### config.mk
export PLATFORM = sky130hd
export DESIGN_NAME = dp_feeder
export DESIGN_NICKNAME = d
export VERILOG_FILES = /design/src/rtl/dp_feeder.sv
export SDC_FILE = /design/constraint.sdc
export NUM_CORES = 1
export LEC_CHECK = 0
export ABC_AREA = 1
export CELL_PAD_IN_SITES_DETAIL_PLACEMENT = 1
export CELL_PAD_IN_SITES_GLOBAL_PLACEMENT = 2
export CORE_MARGIN = 10
export CORE_UTILIZATION = 36
export CTS_CLUSTER_DIAMETER = 100
export DETAILED_ROUTE_END_ITERATION = 8
export GPL_ROUTABILITY_DRIVEN = 0
export PLACE_DENSITY_LB_ADDON = 0.1
export SETUP_SLACK_MARGIN = 0.2
export SLEW_MARGIN = 0
export SYNTH_ARGS = -nofsm -noshare
export SYNTH_HDL_FRONTEND = slang
export SYNTH_SLANG_ARGS = --single-unit
### constraint.sdc
create_clock -name clk -period 4 [get_ports clk]
set_input_delay 0.4 -clock clk [delete_from_list [all_inputs] [get_ports clk]]
set_output_delay 0.4 -clock clk [all_outputs]
set_load 0.01 [all_outputs]
### src/rtl/dp_feeder.sv
// ----------------------------------------------------------------------------
// dp_feeder
// Holds PIXEL_N pixel/weight pairs and, on start, sequences a downstream
// dot-product unit: clear it for two cycles, stream the elements PARALLEL
// lanes per beat, wait DRAIN_CYC cycles for the pipeline to settle, then
// capture the unit's running sum as the result.
//
// Ports
//   clk          single clock, rising edge
//   GlobalReset  asynchronous active-low reset
//   wr_en        element write strobe (accepted only in IDLE, addr < PIXEL_N)
//   wr_addr      element index
//   wr_pixel     pixel to store
//   wr_weight    weight to store
//   start        begin a dot product (accepted only in IDLE)
//   busy         high whenever the sequencer is not IDLE
//   done         one-cycle pulse when result is valid
//   result       captured dot-product value, held until the next done
//   dp_clear     active-high clear to the downstream dot-product unit
//   Pixels       lane j at [j*PIXEL_SIZE +: PIXEL_SIZE], zero outside STREAM
//   Weights      lane j at [j*WEIGHT_SIZE +: WEIGHT_SIZE], zero outside STREAM
//   value        running sum from the dot-product unit
// ----------------------------------------------------------------------------
module dp_feeder #(
    parameter int PIXEL_N     = 10,
    parameter int PIXEL_SIZE  = 10,
    parameter int WEIGHT_SIZE = 19,
    parameter int PARALLEL    = 2,
    parameter int VAL_SIZE    = 26,
    parameter int ADDR_W      = 4,
    parameter int DRAIN_CYC   = 12
) (
    input  logic                            clk,
    input  logic                            GlobalReset,
    input  logic                            wr_en,
    input  logic [ADDR_W-1:0]               wr_addr,
    input  logic [PIXEL_SIZE-1:0]           wr_pixel,
    input  logic [WEIGHT_SIZE-1:0]          wr_weight,
    input  logic                            start,
    output logic                            busy,
    output logic                            done,
    output logic [VAL_SIZE-1:0]             result,
    output logic                            dp_clear,
    output logic [PARALLEL*PIXEL_SIZE-1:0]  Pixels,
    output logic [PARALLEL*WEIGHT_SIZE-1:0] Weights,
    input  logic [VAL_SIZE-1:0]             value
);

    localparam int BEATS   = (PIXEL_N + PARALLEL - 1) / PARALLEL;
    localparam int BEAT_W  = (BEATS > 1) ? $clog2(BEATS) : 1;
    localparam int DRAIN_W = (DRAIN_CYC > 1) ? $clog2(DRAIN_CYC) : 1;
    localparam int DEPTH   = 2 ** ADDR_W;

    localparam logic [BEAT_W-1:0]  BEAT_LAST  = BEAT_W'(BEATS - 1);
    localparam logic [DRAIN_W-1:0] DRAIN_LAST = DRAIN_W'(DRAIN_CYC - 1);
    localparam logic [ADDR_W:0]    ELEM_LIM   = (ADDR_W + 1)'(PIXEL_N);

    typedef enum logic [2:0] {
        S_IDLE   = 3'd0,
        S_CLEAR  = 3'd1,
        S_STREAM = 3'd2,
        S_DRAIN  = 3'd3,
        S_DONE   = 3'd4
    } state_t;

    state_t                         r_state;
    state_t                         w_state_nxt;
    logic                           r_clr_cnt;
    logic                           w_clr_cnt_nxt;
    logic [BEAT_W-1:0]              r_beat;
    logic [BEAT_W-1:0]              w_beat_nxt;
    logic [DRAIN_W-1:0]             r_drain;
    logic [DRAIN_W-1:0]             w_drain_nxt;

    logic                           r_busy;
    logic                           r_done;
    logic                           r_dp_clear;
    logic [VAL_SIZE-1:0]            r_result;
    logic [PARALLEL*PIXEL_SIZE-1:0]  r_pixels;
    logic [PARALLEL*WEIGHT_SIZE-1:0] r_weights;

    logic                           w_busy_nxt;
    logic                           w_done_nxt;
    logic                           w_clear_nxt;
    logic [VAL_SIZE-1:0]            w_result_nxt;
    logic [PARALLEL*PIXEL_SIZE-1:0]  w_pixels_nxt;
    logic [PARALLEL*WEIGHT_SIZE-1:0] w_weights_nxt;
    int                             w_idx;

    logic [PIXEL_SIZE-1:0]          r_pix_mem [DEPTH];
    logic [WEIGHT_SIZE-1:0]         r_wgt_mem [DEPTH];
    logic                           w_wr_ok;

    assign w_wr_ok = wr_en && (r_state == S_IDLE) && ({1'b0, wr_addr} < ELEM_LIM);

    // Element storage: deliberately not reset so contents survive GlobalReset.
    always_ff @(posedge clk) begin
        if (w_wr_ok) begin
            r_pix_mem[wr_addr] <= wr_pixel;
            r_wgt_mem[wr_addr] <= wr_weight;
        end
    end

    // State register and sequencing counters.
    always_ff @(posedge clk or negedge GlobalReset) begin
        if (!GlobalReset) begin
            r_state   <= S_IDLE;
            r_clr_cnt <= 1'b0;
            r_beat    <= '0;
            r_drain   <= '0;
        end else begin
            r_state   <= w_state_nxt;
            r_clr_cnt <= w_clr_cnt_nxt;
            r_beat    <= w_beat_nxt;
            r_drain   <= w_drain_nxt;
        end
    end

    // Next-state decode.
    always_comb begin
        w_state_nxt = r_state;
        case (r_state)
            S_IDLE: begin
                if (start) w_state_nxt = S_CLEAR;
                else       w_state_nxt = S_IDLE;
            end
            S_CLEAR: begin
                if (r_clr_cnt) w_state_nxt = S_STREAM;
                else           w_state_nxt = S_CLEAR;
            end
            S_STREAM: begin
                if (r_beat == BEAT_LAST) w_state_nxt = S_DRAIN;
                else                     w_state_nxt = S_STREAM;
            end
            S_DRAIN: begin
                if (r_drain == DRAIN_LAST) w_state_nxt = S_DONE;
                else                       w_state_nxt = S_DRAIN;
            end
            S_DONE:  w_state_nxt = S_IDLE;
            default: w_state_nxt = S_IDLE;
        endcase
    end

    // Next values for counters and outputs; outputs are derived from the
    // upcoming state so the registered versions line up with the state itself.
    always_comb begin
        if ((r_state == S_CLEAR) && (w_state_nxt == S_CLEAR)) w_clr_cnt_nxt = 1'b1;
        else                                                  w_clr_cnt_nxt = 1'b0;

        // r_beat is the beat being presented; it restarts at 0 on STREAM entry
        // and wraps to 0 when STREAM is left.
        if ((r_state == S_STREAM) && (w_state_nxt == S_STREAM)) w_beat_nxt = r_beat + BEAT_W'(1);
        else                                                    w_beat_nxt = '0;

        if ((r_state == S_DRAIN) && (w_state_nxt == S_DRAIN)) w_drain_nxt = r_drain + DRAIN_W'(1);
        else                                                  w_drain_nxt = '0;

        w_busy_nxt  = (w_state_nxt != S_IDLE);
        w_clear_nxt = (w_state_nxt == S_CLEAR);
        w_done_nxt  = (w_state_nxt == S_DONE);

        if (w_state_nxt == S_DONE) w_result_nxt = value;
        else                       w_result_nxt = r_result;

        w_idx         = 0;
        w_pixels_nxt  = '0;
        w_weights_nxt = '0;
        if (w_state_nxt == S_STREAM) begin
            for (int j = 0; j < PARALLEL; j++) begin
                w_idx = int'(w_beat_nxt) * PARALLEL + j;
                // Lanes past the last element are padded with zeros.
                if (w_idx < PIXEL_N) begin
                    w_pixels_nxt[j*PIXEL_SIZE +: PIXEL_SIZE]    = r_pix_mem[w_idx[ADDR_W-1:0]];
                    w_weights_nxt[j*WEIGHT_SIZE +: WEIGHT_SIZE] = r_wgt_mem[w_idx[ADDR_W-1:0]];
                end else begin
                    w_pixels_nxt[j*PIXEL_SIZE +: PIXEL_SIZE]    = '0;
                    w_weights_nxt[j*WEIGHT_SIZE +: WEIGHT_SIZE] = '0;
                end
            end
        end else begin
            w_pixels_nxt  = '0;
            w_weights_nxt = '0;
        end
    end

    // Output registers.
    always_ff @(posedge clk or negedge GlobalReset) begin
        if (!GlobalReset) begin
            r_busy     <= 1'b0;
            r_done     <= 1'b0;
            r_dp_clear <= 1'b0;
            r_result   <= '0;
            r_pixels   <= '0;
            r_weights  <= '0;
        end else begin
            r_busy     <= w_busy_nxt;
            r_done     <= w_done_nxt;
            r_dp_clear <= w_clear_nxt;
            r_result   <= w_result_nxt;
            r_pixels   <= w_pixels_nxt;
            r_weights  <= w_weights_nxt;
        end
    end

    assign busy     = r_busy;
    assign done     = r_done;
    assign dp_clear = r_dp_clear;
    assign result   = r_result;
    assign Pixels   = r_pixels;
    assign Weights  = r_weights;

endmodule

==> summary.txt, run 1 <==
Synthesis
  • Warnings, synthesis: 0
  • Post-synthesis xor/xnor area fraction: 0.112%
  • Mean Syn Cell Area: 10.9 sq um
  • Library cells used by synthesis: 26
  • Post-synthesis simple-gate area fraction: 19.3%
  • Synth Instances: ~1400
  • Main combinational cell family by area after synthesis: simple AND/OR/NAND/NOR gates
  • Total standard cell area after synthesis: 15700 sq um
  • Part of the Yosys area used for sequential elements: 71.3%
  • Post-synthesis adder-cell area fraction: 0.240%
  • Compound-gate portion of the synthesized area: around 2.0%
  • Proportion of synthesized area in mux cells: 0%
  • Number of nets produced by synthesis: 1509
  • Synth Register Bits: 388

Route
  • Total routed wirelength: 46600 um
  • Total via count after detailed routing: between 10000 and 15000
  • Detailed-router iteration count before antenna repair: 4
  • Remaining antenna violation count: 0
  • Remaining DRCs: 0
  • Average via count per standard cell: 4.83
  • Post-detailed-route wirelength per cell: 21.0 um
  • Detailed router's first-iteration violation count: 628

Final layout
  • Count of inserted antenna diode cells: 0
  • Ratio of cells with drive above 1 in the final layout: 7.37%
  • Number of nets in the layout: 1658
  • Area added between synthesis and finish: 23.3%

Worst setup path
  • Cell at the slowest stage of the critical path: sky130_fd_sc_hd__nand3_4
  • Cells traversed along the worst timing path: inv_4 > ha_1 > nand2_1 > inv_1 > nand3_1 > nand2_1 > nor2_4 > nand3_4 > buf_12 > nor2_1 > nand2_1 > nand2_1 > nand2_1 > a21oi_1
  • Biggest fanout along the worst timing path: 40
  • Worst path max stage delay: 0.49 ns
  • Critical Path Start Type: flop
  • Signal arrival time at the worst endpoint: 3.27 ns
  • Buf/Inv on CP: 3
  • Endpoint kind of the worst setup timing path: flop
  • Delay-heaviest family, CP: simple AND/OR/NAND/NOR gates
  • Required time at the endpoint of the critical path: 4.47 ns
  • Cell repeated most along the worst path: sky130_fd_sc_hd__nand2_1
  • CP Class: flop to flop

Power
  • IR Drop Worst-Case VDD: roughly 360 uV
  • Total power: 11900 uW
  • Static leakage power: 0.00814 uW
  • Power per cell area: slightly above 600 nW/um^2

Timing
  • Share of the cycle needed by the critical path after routing: between 60% and 70%
  • Maximum achievable frequency: 0.357 GHz
  • Worst Max-Slew Pin Slew: 1.09 ns
  • Max transition margin: 27.3%
  • Final hold viol count: 0
  • Worst Hold Slack: 0.0359 ns
  • Min cycle time layout: approximately 2.8 ns
  • Total count of max-transition violations in the final report: 0
  • Worst clock skew: 0.0145 ns
  • Unrepaired setup endpoints after global routing: false
  • Final TNS setup: 0 ns
  • Final setup violating endpoints: 0

Clock network
  • CTS root buf: sky130_fd_sc_hd__clkbuf_16
  • Max clock buf depth: 3
  • CTS tree: yes
  • Post-CTS Resized: 0
  • Number of buffers created by CTS: between 40 and 50
  • Clock-pin slew on the worst setup and hold paths: 0.06 ns
  • CTS Hold Bufs: 0
  • Postcts setup bufs: 0
  • Clock latency on the worst-skew pair: 0.57 ns
  • Number of levels in the clock H-tree: 2
  • Sinks on Clock Net: 388

Floorplanning
  • Total core area: roughly 43000 sq um
  • I/O pin count: 150
  • Chip Height: 229 um
  • Cell Rows: 76
  • Die outline area: 52300 sq um
  • Initial core utilization: 36.4%
  • Die extent in x: 229 um

Global routing
  • Global-route wire length before repair: 71400 um
  • Overflow after GRT: 0
  • Antenna violations before repair: 0
  • Met2 track utilization from global routing: 29.9%
  • GRT met1 Usage: 23.1%
  • Met3 track demand over resource in global routing: 3.05%
  • Global routing's busiest layer: met2
  • Maximum number of pins on one net before global-route repair: 88
  • Number of global-route vias before repair: 11300
  • GR Util All Layers: 17.7%

Place
  • Port Buffer Count: 149
  • Post-DP HPWL: 27200 um

Run status
  • Outcome: finished clean

Job
  • Maximum Capacitance Violations: 0

Min path
  • Path class of the lowest-slack min-delay path: input pin to asynchronous set/reset pin
-- synthesized netlist by cell type --
master,instances,area share (%)
sky130_fd_sc_hd__nor3_2,2,0.13
sky130_fd_sc_hd__nor2_4,1,0.072
sky130_fd_sc_hd__inv_2,4,0.096
sky130_fd_sc_hd__dfrtp_1,98,16
sky130_fd_sc_hd__xor2_1,2,0.11
sky130_fd_sc_hd__ha_1,3,0.24
sky130_fd_sc_hd__inv_1,193,4.6
sky130_fd_sc_hd__buf_1,1,0.024
sky130_fd_sc_hd__or2_2,1,0.040
sky130_fd_sc_hd__nand4_1,58,2.3
sky130_fd_sc_hd__nor2_1,136,3.3
sky130_fd_sc_hd__a21oi_1,59,1.9
sky130_fd_sc_hd__clkinv_1,1,0.024
sky130_fd_sc_hd__buf_2,18,0.58
sky130_fd_sc_hd__nand2_2,3,0.12
sky130_fd_sc_hd__o211ai_1,1,0.048
sky130_fd_sc_hd__buf_6,5,0.36
sky130_fd_sc_hd__nand2_1,382,9.2
sky130_fd_sc_hd__o21bai_1,1,0.048
sky130_fd_sc_hd__edfxtp_1,290,56
sky130_fd_sc_hd__nor4_4,1,0.14
sky130_fd_sc_hd__nor3_1,3,0.096
sky130_fd_sc_hd__buf_4,2,0.096
sky130_fd_sc_hd__o21a_1,1,0.048
sky130_fd_sc_hd__nand3_1,125,4.0
sky130_fd_sc_hd__clkbuf_1,52,1.2
-- cells in the final DEF (no fill, tap or decap), types with 5 or more instances in the layout --
| master | n |
|---|---|
| sky130_fd_sc_hd__clkinv_1 | 6 |
| sky130_fd_sc_hd__buf_4 | 25 |
| sky130_fd_sc_hd__clkinv_2 | 8 |
| sky130_fd_sc_hd__nor2_4 | 9 |
| sky130_fd_sc_hd__inv_2 | 5 |
| sky130_fd_sc_hd__a21oi_1 | 59 |
| sky130_fd_sc_hd__clkdlybuf4s50_1 | 148 |
| sky130_fd_sc_hd__inv_1 | 191 |
| sky130_fd_sc_hd__nand2_1 | 382 |
| sky130_fd_sc_hd__clkbuf_1 | 16 |
| sky130_fd_sc_hd__buf_12 | 7 |
| sky130_fd_sc_hd__clkbuf_8 | 5 |
| sky130_fd_sc_hd__nand3_1 | 123 |
| sky130_fd_sc_hd__nor2_1 | 128 |
| sky130_fd_sc_hd__clkbuf_16 | 45 |
| sky130_fd_sc_hd__nand4_1 | 58 |
| sky130_fd_sc_hd__dfrtp_1 | 98 |
| sky130_fd_sc_hd__edfxtp_1 | 290 |
-- final cells by class --
type	instances	area, sq um
timing repair buffer	180	1810
multi-input combinational	779	3490
clock inverter	17	114
fill	4658	23800
inverter	198	746
clock buffer	66	1250
tap	585	732
sequential	388	11200
-- power by group --
| group | internal (uW) | leakage (uW) | switching, uW |
|---|---|---|---|
| registers | 4700 | 0.00388 | 176 |
| logic | 1100 | 0.00359 | 2060 |
| clock network | 2240 | 0.000672 | 1620 |
-- registers in the layout, indices dropped and copies added (netlist names) --
| name | count |
|---|---|
| r_pix_mem | 100 |
| dp_clear | 1 |
| Pixels | 20 |
| Weights | 38 |
| busy | 1 |
| r_state | 3 |
| r_wgt_mem | 190 |
| result | 26 |
| done | 1 |
| r_beat | 3 |
| r_drain | 4 |
| r_clr_cnt | 1 |
-- path summary, 6_finish.rpt --
path,start,end,slack [ns],depth (start not counted)
worst max-delay path,r_beat[0],Pixels[4],1.20,14
worst min-delay path,GlobalReset,result[5],0.04,1
worst max register to register,r_beat[0],Pixels[4],1.20,14
worst min register to register,r_drain[0],r_drain[0],0.46,1
max in group asynchronous,GlobalReset,Pixels[5],2.96,2
min in group clk,value[14],result[14],0.39,3
-- per-layer routing --
layer,vias up,part of all wire [%]
met1,5441,45
met4,0,1.4
li1,5013,-
met2,205,49
met5,-,0
met3,40,4.4
-- worst reg2reg max path, cell delays in order (launching register included) --
cell	delay [ns]
sky130_fd_sc_hd__dfrtp_1	0.40
sky130_fd_sc_hd__inv_4	0.16
sky130_fd_sc_hd__ha_1	0.24
sky130_fd_sc_hd__nand2_1	0.06
sky130_fd_sc_hd__inv_1	0.03
sky130_fd_sc_hd__nand3_1	0.06
sky130_fd_sc_hd__nand2_1	0.12
sky130_fd_sc_hd__nor2_4	0.28
sky130_fd_sc_hd__nand3_4	0.49
sky130_fd_sc_hd__buf_12	0.39
sky130_fd_sc_hd__nor2_1	0.15
sky130_fd_sc_hd__nand2_1	0.07
sky130_fd_sc_hd__nand2_1	0.06
sky130_fd_sc_hd__nand2_1	0.05
sky130_fd_sc_hd__a21oi_1	0.14
-- logic make-up after synthesis --
family	after synthesis
AO/OA/AOI/OAI	62
flip-flops	388
XOR/XNOR	2
AND/OR/NAND/NOR	712
adder cells (fa/ha/maj)	3
buffers and inverters	276
-- per-stage QoR --
step / instance area (sq um) / setup slack, ns / cells / utilization [%]
5_1_grt: 19300 / 0.963 / 2213 / 44.8
3_5_place_dp: 17900 / 1.15 / 2130 / 41.6
3_3_place_gp: 17900 / 1.16 / 2130 / 41.6
2_1_floorplan: 15700 / 0.736 / 1443 / -
4_1_cts: 19300 / 1.13 / 2213 / 44.8
6_report: 19300 / 1.20 / 2213 / 44.8
Note: power is estimated with default switching activity, not from simulation.
==> run 2, diff against run 1 <==
--- a/config.mk
+++ b/config.mk
@@ -9,7 +9,7 @@
 export CELL_PAD_IN_SITES_DETAIL_PLACEMENT = 1
 export CELL_PAD_IN_SITES_GLOBAL_PLACEMENT = 2
 export CORE_MARGIN = 10
-export CORE_UTILIZATION = 36
+export CORE_UTILIZATION = 33
 export CTS_CLUSTER_DIAMETER = 100
 export DETAILED_ROUTE_END_ITERATION = 8
 export GPL_ROUTABILITY_DRIVEN = 0
==> constraint.sdc (replaced) <==
create_clock -name clk -period 2.5 [get_ports clk]
set_input_delay 0.25 -clock clk [delete_from_list [all_inputs] [get_ports clk]]
set_output_delay 0.25 -clock clk [all_outputs]
set_load 0.01 [all_outputs]
==> run 2 against run 1 <==
Effect of this change:
- register-to-register slack lost 0.89 ns
- critical path type unchanged
- flip-flop and latch count unchanged
- die area up 8.3%
- largest power group unchanged
- non-clock buffer count increased by 37
- hold slack improved by 0.19 ns
- global-route usage shrank 1.1 points
- critical path depth unchanged
- count of clock-buffer cells in the layout is 9 higher
- largest cell class unchanged
==> summary.txt, run 2 (synthesis gave the netlist of run 1 again) <==
Clock network
  • CTS tree: yes
  • Max clock buf depth: 3 (unchanged)
  • CTS root buf: sky130_fd_sc_hd__clkbuf_16
  • Clock-pin slew on the worst setup and hold paths: 0.05 ns (about the same)
  • Number of buffers created by CTS: 46 (+2.2%)
  • Number of levels in the clock H-tree: 2 (unchanged)
  • Sinks on Clock Net: 388 (unchanged)
  • Clock latency on the worst-skew pair: 0.58 ns (about the same)

Worst setup path
  • Signal arrival time at the worst endpoint: 2.68 ns (-0.59 ns)
  • R2r endpoint: Weights[7]
  • Internal reg-to-reg setup slack: 0.31 ns (-0.89 ns)
  • Cell at the slowest stage of the critical path: sky130_fd_sc_hd__dfrtp_1
  • R2R Path Start: r_drain[0]
  • Cells traversed along the worst timing path: ha_2 > nand3_2 > nand2_2 > nand2_2 > nor2_4 > buf_6 > nand3_4 > clkbuf_16 > buf_12 > nor2_4 > nand2_1 > nand2_1 > nand2_1 > a21oi_2
  • Delay-heaviest family, CP: simple AND/OR/NAND/NOR gates
  • Required time at the endpoint of the critical path: 2.99 ns (-1.48 ns)
  • Number of cells on the worst reg-to-reg path: 14 (unchanged)
  • Biggest fanout along the worst timing path: 8 (-80%)
  • Endpoint kind of the worst setup timing path: flop
  • Worst path max stage delay: 0.37 ns (-0.12 ns)
  • Buf/Inv on CP: 3 (unchanged)
  • Cell repeated most along the worst path: sky130_fd_sc_hd__nand2_1
  • CP Class: flop to flop
  • Critical Path Start Type: flop

Run status
  • Outcome: finished clean

Floorplanning
  • Total core area: 46800 sq um (+8.5%)
  • Initial core utilization: 33.5% (-2.9 points)
  • I/O pin count: 150 (unchanged)
  • Chip Height: 238 um (+4.1%)
  • Die outline area: 56600 sq um (+8.3%)
  • Die extent in x: 238 um (+4.1%)
  • Cell Rows: 79 (+3.9%)

Timing
  • Max transition margin: 44.8% (+17 points)
  • Unrepaired setup endpoints after global routing: true
  • Worst Max-Slew Pin Slew: 0.828 ns (-0.262 ns)
  • Worst Slack Setup Final: 0.307 ns (-0.894 ns)
  • Maximum achievable frequency: 0.456 GHz (+28%)
  • Total count of max-transition violations in the final report: 0 (unchanged)
  • Final TNS setup: 0 ns (unchanged)
  • Min cycle time layout: 2.19 ns (-0.606 ns)
  • Worst Hold Slack: 0.230 ns (+0.194 ns)
  • Final setup violating endpoints: 0 (unchanged)
  • Share of the cycle needed by the critical path after routing: 87.7% (+18 points)
  • Worst clock skew: 0.0225 ns (+0.00804 ns)
  • Final hold viol count: 0 (unchanged)

Final layout
  • Number of nets in the layout: 1696 (+2.3%)
  • Layout filler cell count: 4986 (+7.0%)
  • Max reg flops: 190 (unchanged)
  • Commonest non-fill, non-tap cells in the layout: sky130_fd_sc_hd__nand2_1 (363), sky130_fd_sc_hd__edfxtp_1 (290), sky130_fd_sc_hd__inv_1 (189), sky130_fd_sc_hd__clkdlybuf4s50_1 (148), sky130_fd_sc_hd__nand3_1 (121)
  • Reg with most FFs: r_wgt_mem
  • Most frequent standard cell in the layout excluding fill and tap cells: sky130_fd_sc_hd__nand2_1
  • Area occupied by registers: 11200 sq um (unchanged)
  • Count of inserted antenna diode cells: 0 (unchanged)
  • Area added between synthesis and finish: 31.0%
  • Multi-input gate area in the final layout: 3840 sq um (+9.9%)
  • Final instance count without filler cells: 2274 (+2.8%)
  • Ratio of cells with drive above 1 in the final layout: 14.8% (+7.4 points)

Route
  • Remaining antenna violation count: 0 (unchanged)
  • Total routed wirelength: 49900 um (+7.1%)
  • Remaining DRCs: 0 (unchanged)
  • Total via count after detailed routing: 11000 (+3.0%)
  • Post-detailed-route wirelength per cell: 21.9 um (+4.2%)
  • Average via count per standard cell: 4.84 (+0.19%)
  • Detailed router's first-iteration violation count: 539 (-14%)
  • Detailed-router iteration count before antenna repair: 5 (+1)

Place
  • Port Buffer Count: 149 (unchanged)
  • Worst setup timing slack at the placement stage: 0.0673 ns (-1.08 ns)
  • Post-DP HPWL: 26700 um (-1.9%)
  • DP Cell Count: 2161 (+1.5%)

Job
  • Maximum Capacitance Violations: 0 (unchanged)

Global routing
  • Number of global-route vias before repair: 11600 (+2.8%)
  • GR Util All Layers: 16.6% (-1.1 points)
  • Maximum number of pins on one net before global-route repair: 156 (+77%)
  • Antenna violations before repair: 3 (+3)
  • Global-route wire length before repair: 72300 um (+1.2%)
  • Overflow after GRT: 0 (unchanged)

Power
  • IR Drop Worst-Case VDD: 813 uV (+130%)
  • Power per cell area: 986 nW/um^2 (+60%)
  • Static leakage power: 0.00854 uW (+4.8%)

Min path
  • Path class of the lowest-slack min-delay path: input pin to asynchronous set/reset pin
## run 2: cell types whose count changed in the layout (fill, tap and decap cells not counted), moves of 11 or more
cell,change
sky130_fd_sc_hd__nor2_2,+15
sky130_fd_sc_hd__buf_12,+19
sky130_fd_sc_hd__clkbuf_16,+11
sky130_fd_sc_hd__nor2_1,-22
sky130_fd_sc_hd__a21oi_1,-41
sky130_fd_sc_hd__nand2_2,+19
sky130_fd_sc_hd__nand2_1,-19
sky130_fd_sc_hd__a21oi_2,+41
## run 2: worst reg2reg max path, delay by kind of cell (launching register included)
kind,cells,cell delay (ns)
compound gates,1,0.16
fa+ha+maj,1,0.21
buf+inv,3,0.52
flops,1,0.37
simple gates,9,0.86
## run 2: where the power goes
| group | switching, uW | total (uW) | leakage (uW) | internal (uW) |
|---|---|---|---|---|
| Clock | 2640 | 6510 | 0.000712 | 3870 |
| Sequential | 273 | 7790 | 0.00388 | 7520 |
| Combinational | 3690 | 5940 | 0.00395 | 2250 |
| Total | 6600 | 20200 | 0.00854 | 13600 |
## run 2: how the worst max path moves through the flow
stage                from              end  cells after the start  slack [ns]
3_5_place_dp   r_drain[0]      Weights[10]                     11        0.07
4_1_cts         r_beat[0]        Pixels[8]                     13        0.21
2_1_floorplan  r_state[1]  r_pix_mem[0][0]                      5       -0.02
3_3_place_gp   r_drain[0]      Weights[10]                     11        0.16
6_report       r_drain[0]       Weights[7]                     14        0.31
5_1_grt         r_beat[0]      Weights[12]                     16        0.14
## run 2: timing repair
| item | CTS | global route |
|---|---|---|
| setup endpoints to repair | 54 | 58 |
| resized for setup | 1 | 104 |
| setup buffers | 7 | 6 |
| endpoints found under the hold margin | 27 | 0 |
| gates cloned | 1 | 13 |
| hold buffers | 1 | 0 |
| pin swaps | 3 | 28 |
## run 2: through the flow
step / instance area, sq um / power (uW) / util, %
after floorplan: 15700 / 10400 / -
final: 20500 / 20200 / 43.9
after CTS: 19800 / 20000 / 42.4
after global routing: 20500 / 21300 / 43.9
after global placement: 18200 / 13300 / 39.0
after detailed placement: 18200 / 13300 / 39.0
## run 2: routing by layer
metal  GRT usage [%]  part of all wire (%)  routed length (um)  up-vias
met5               0                 0.068                  34        -
met2            28.2                    49               24600      210
met3            3.40                   4.5                2220       73
met1            21.0                    44               21900     5624
li1                -                     -                   -     5102
met4            4.99                   2.2                1090        6
## run 2: layout make-up
cell class	instances	share of cell area (%)
timing repair buffer	217	12.5
sequential	388	54.4
clock inverter	10	0.396
inverter	198	3.65
tap	607	3.70
clock buffer	75	6.73
multi-input combinational	779	18.7
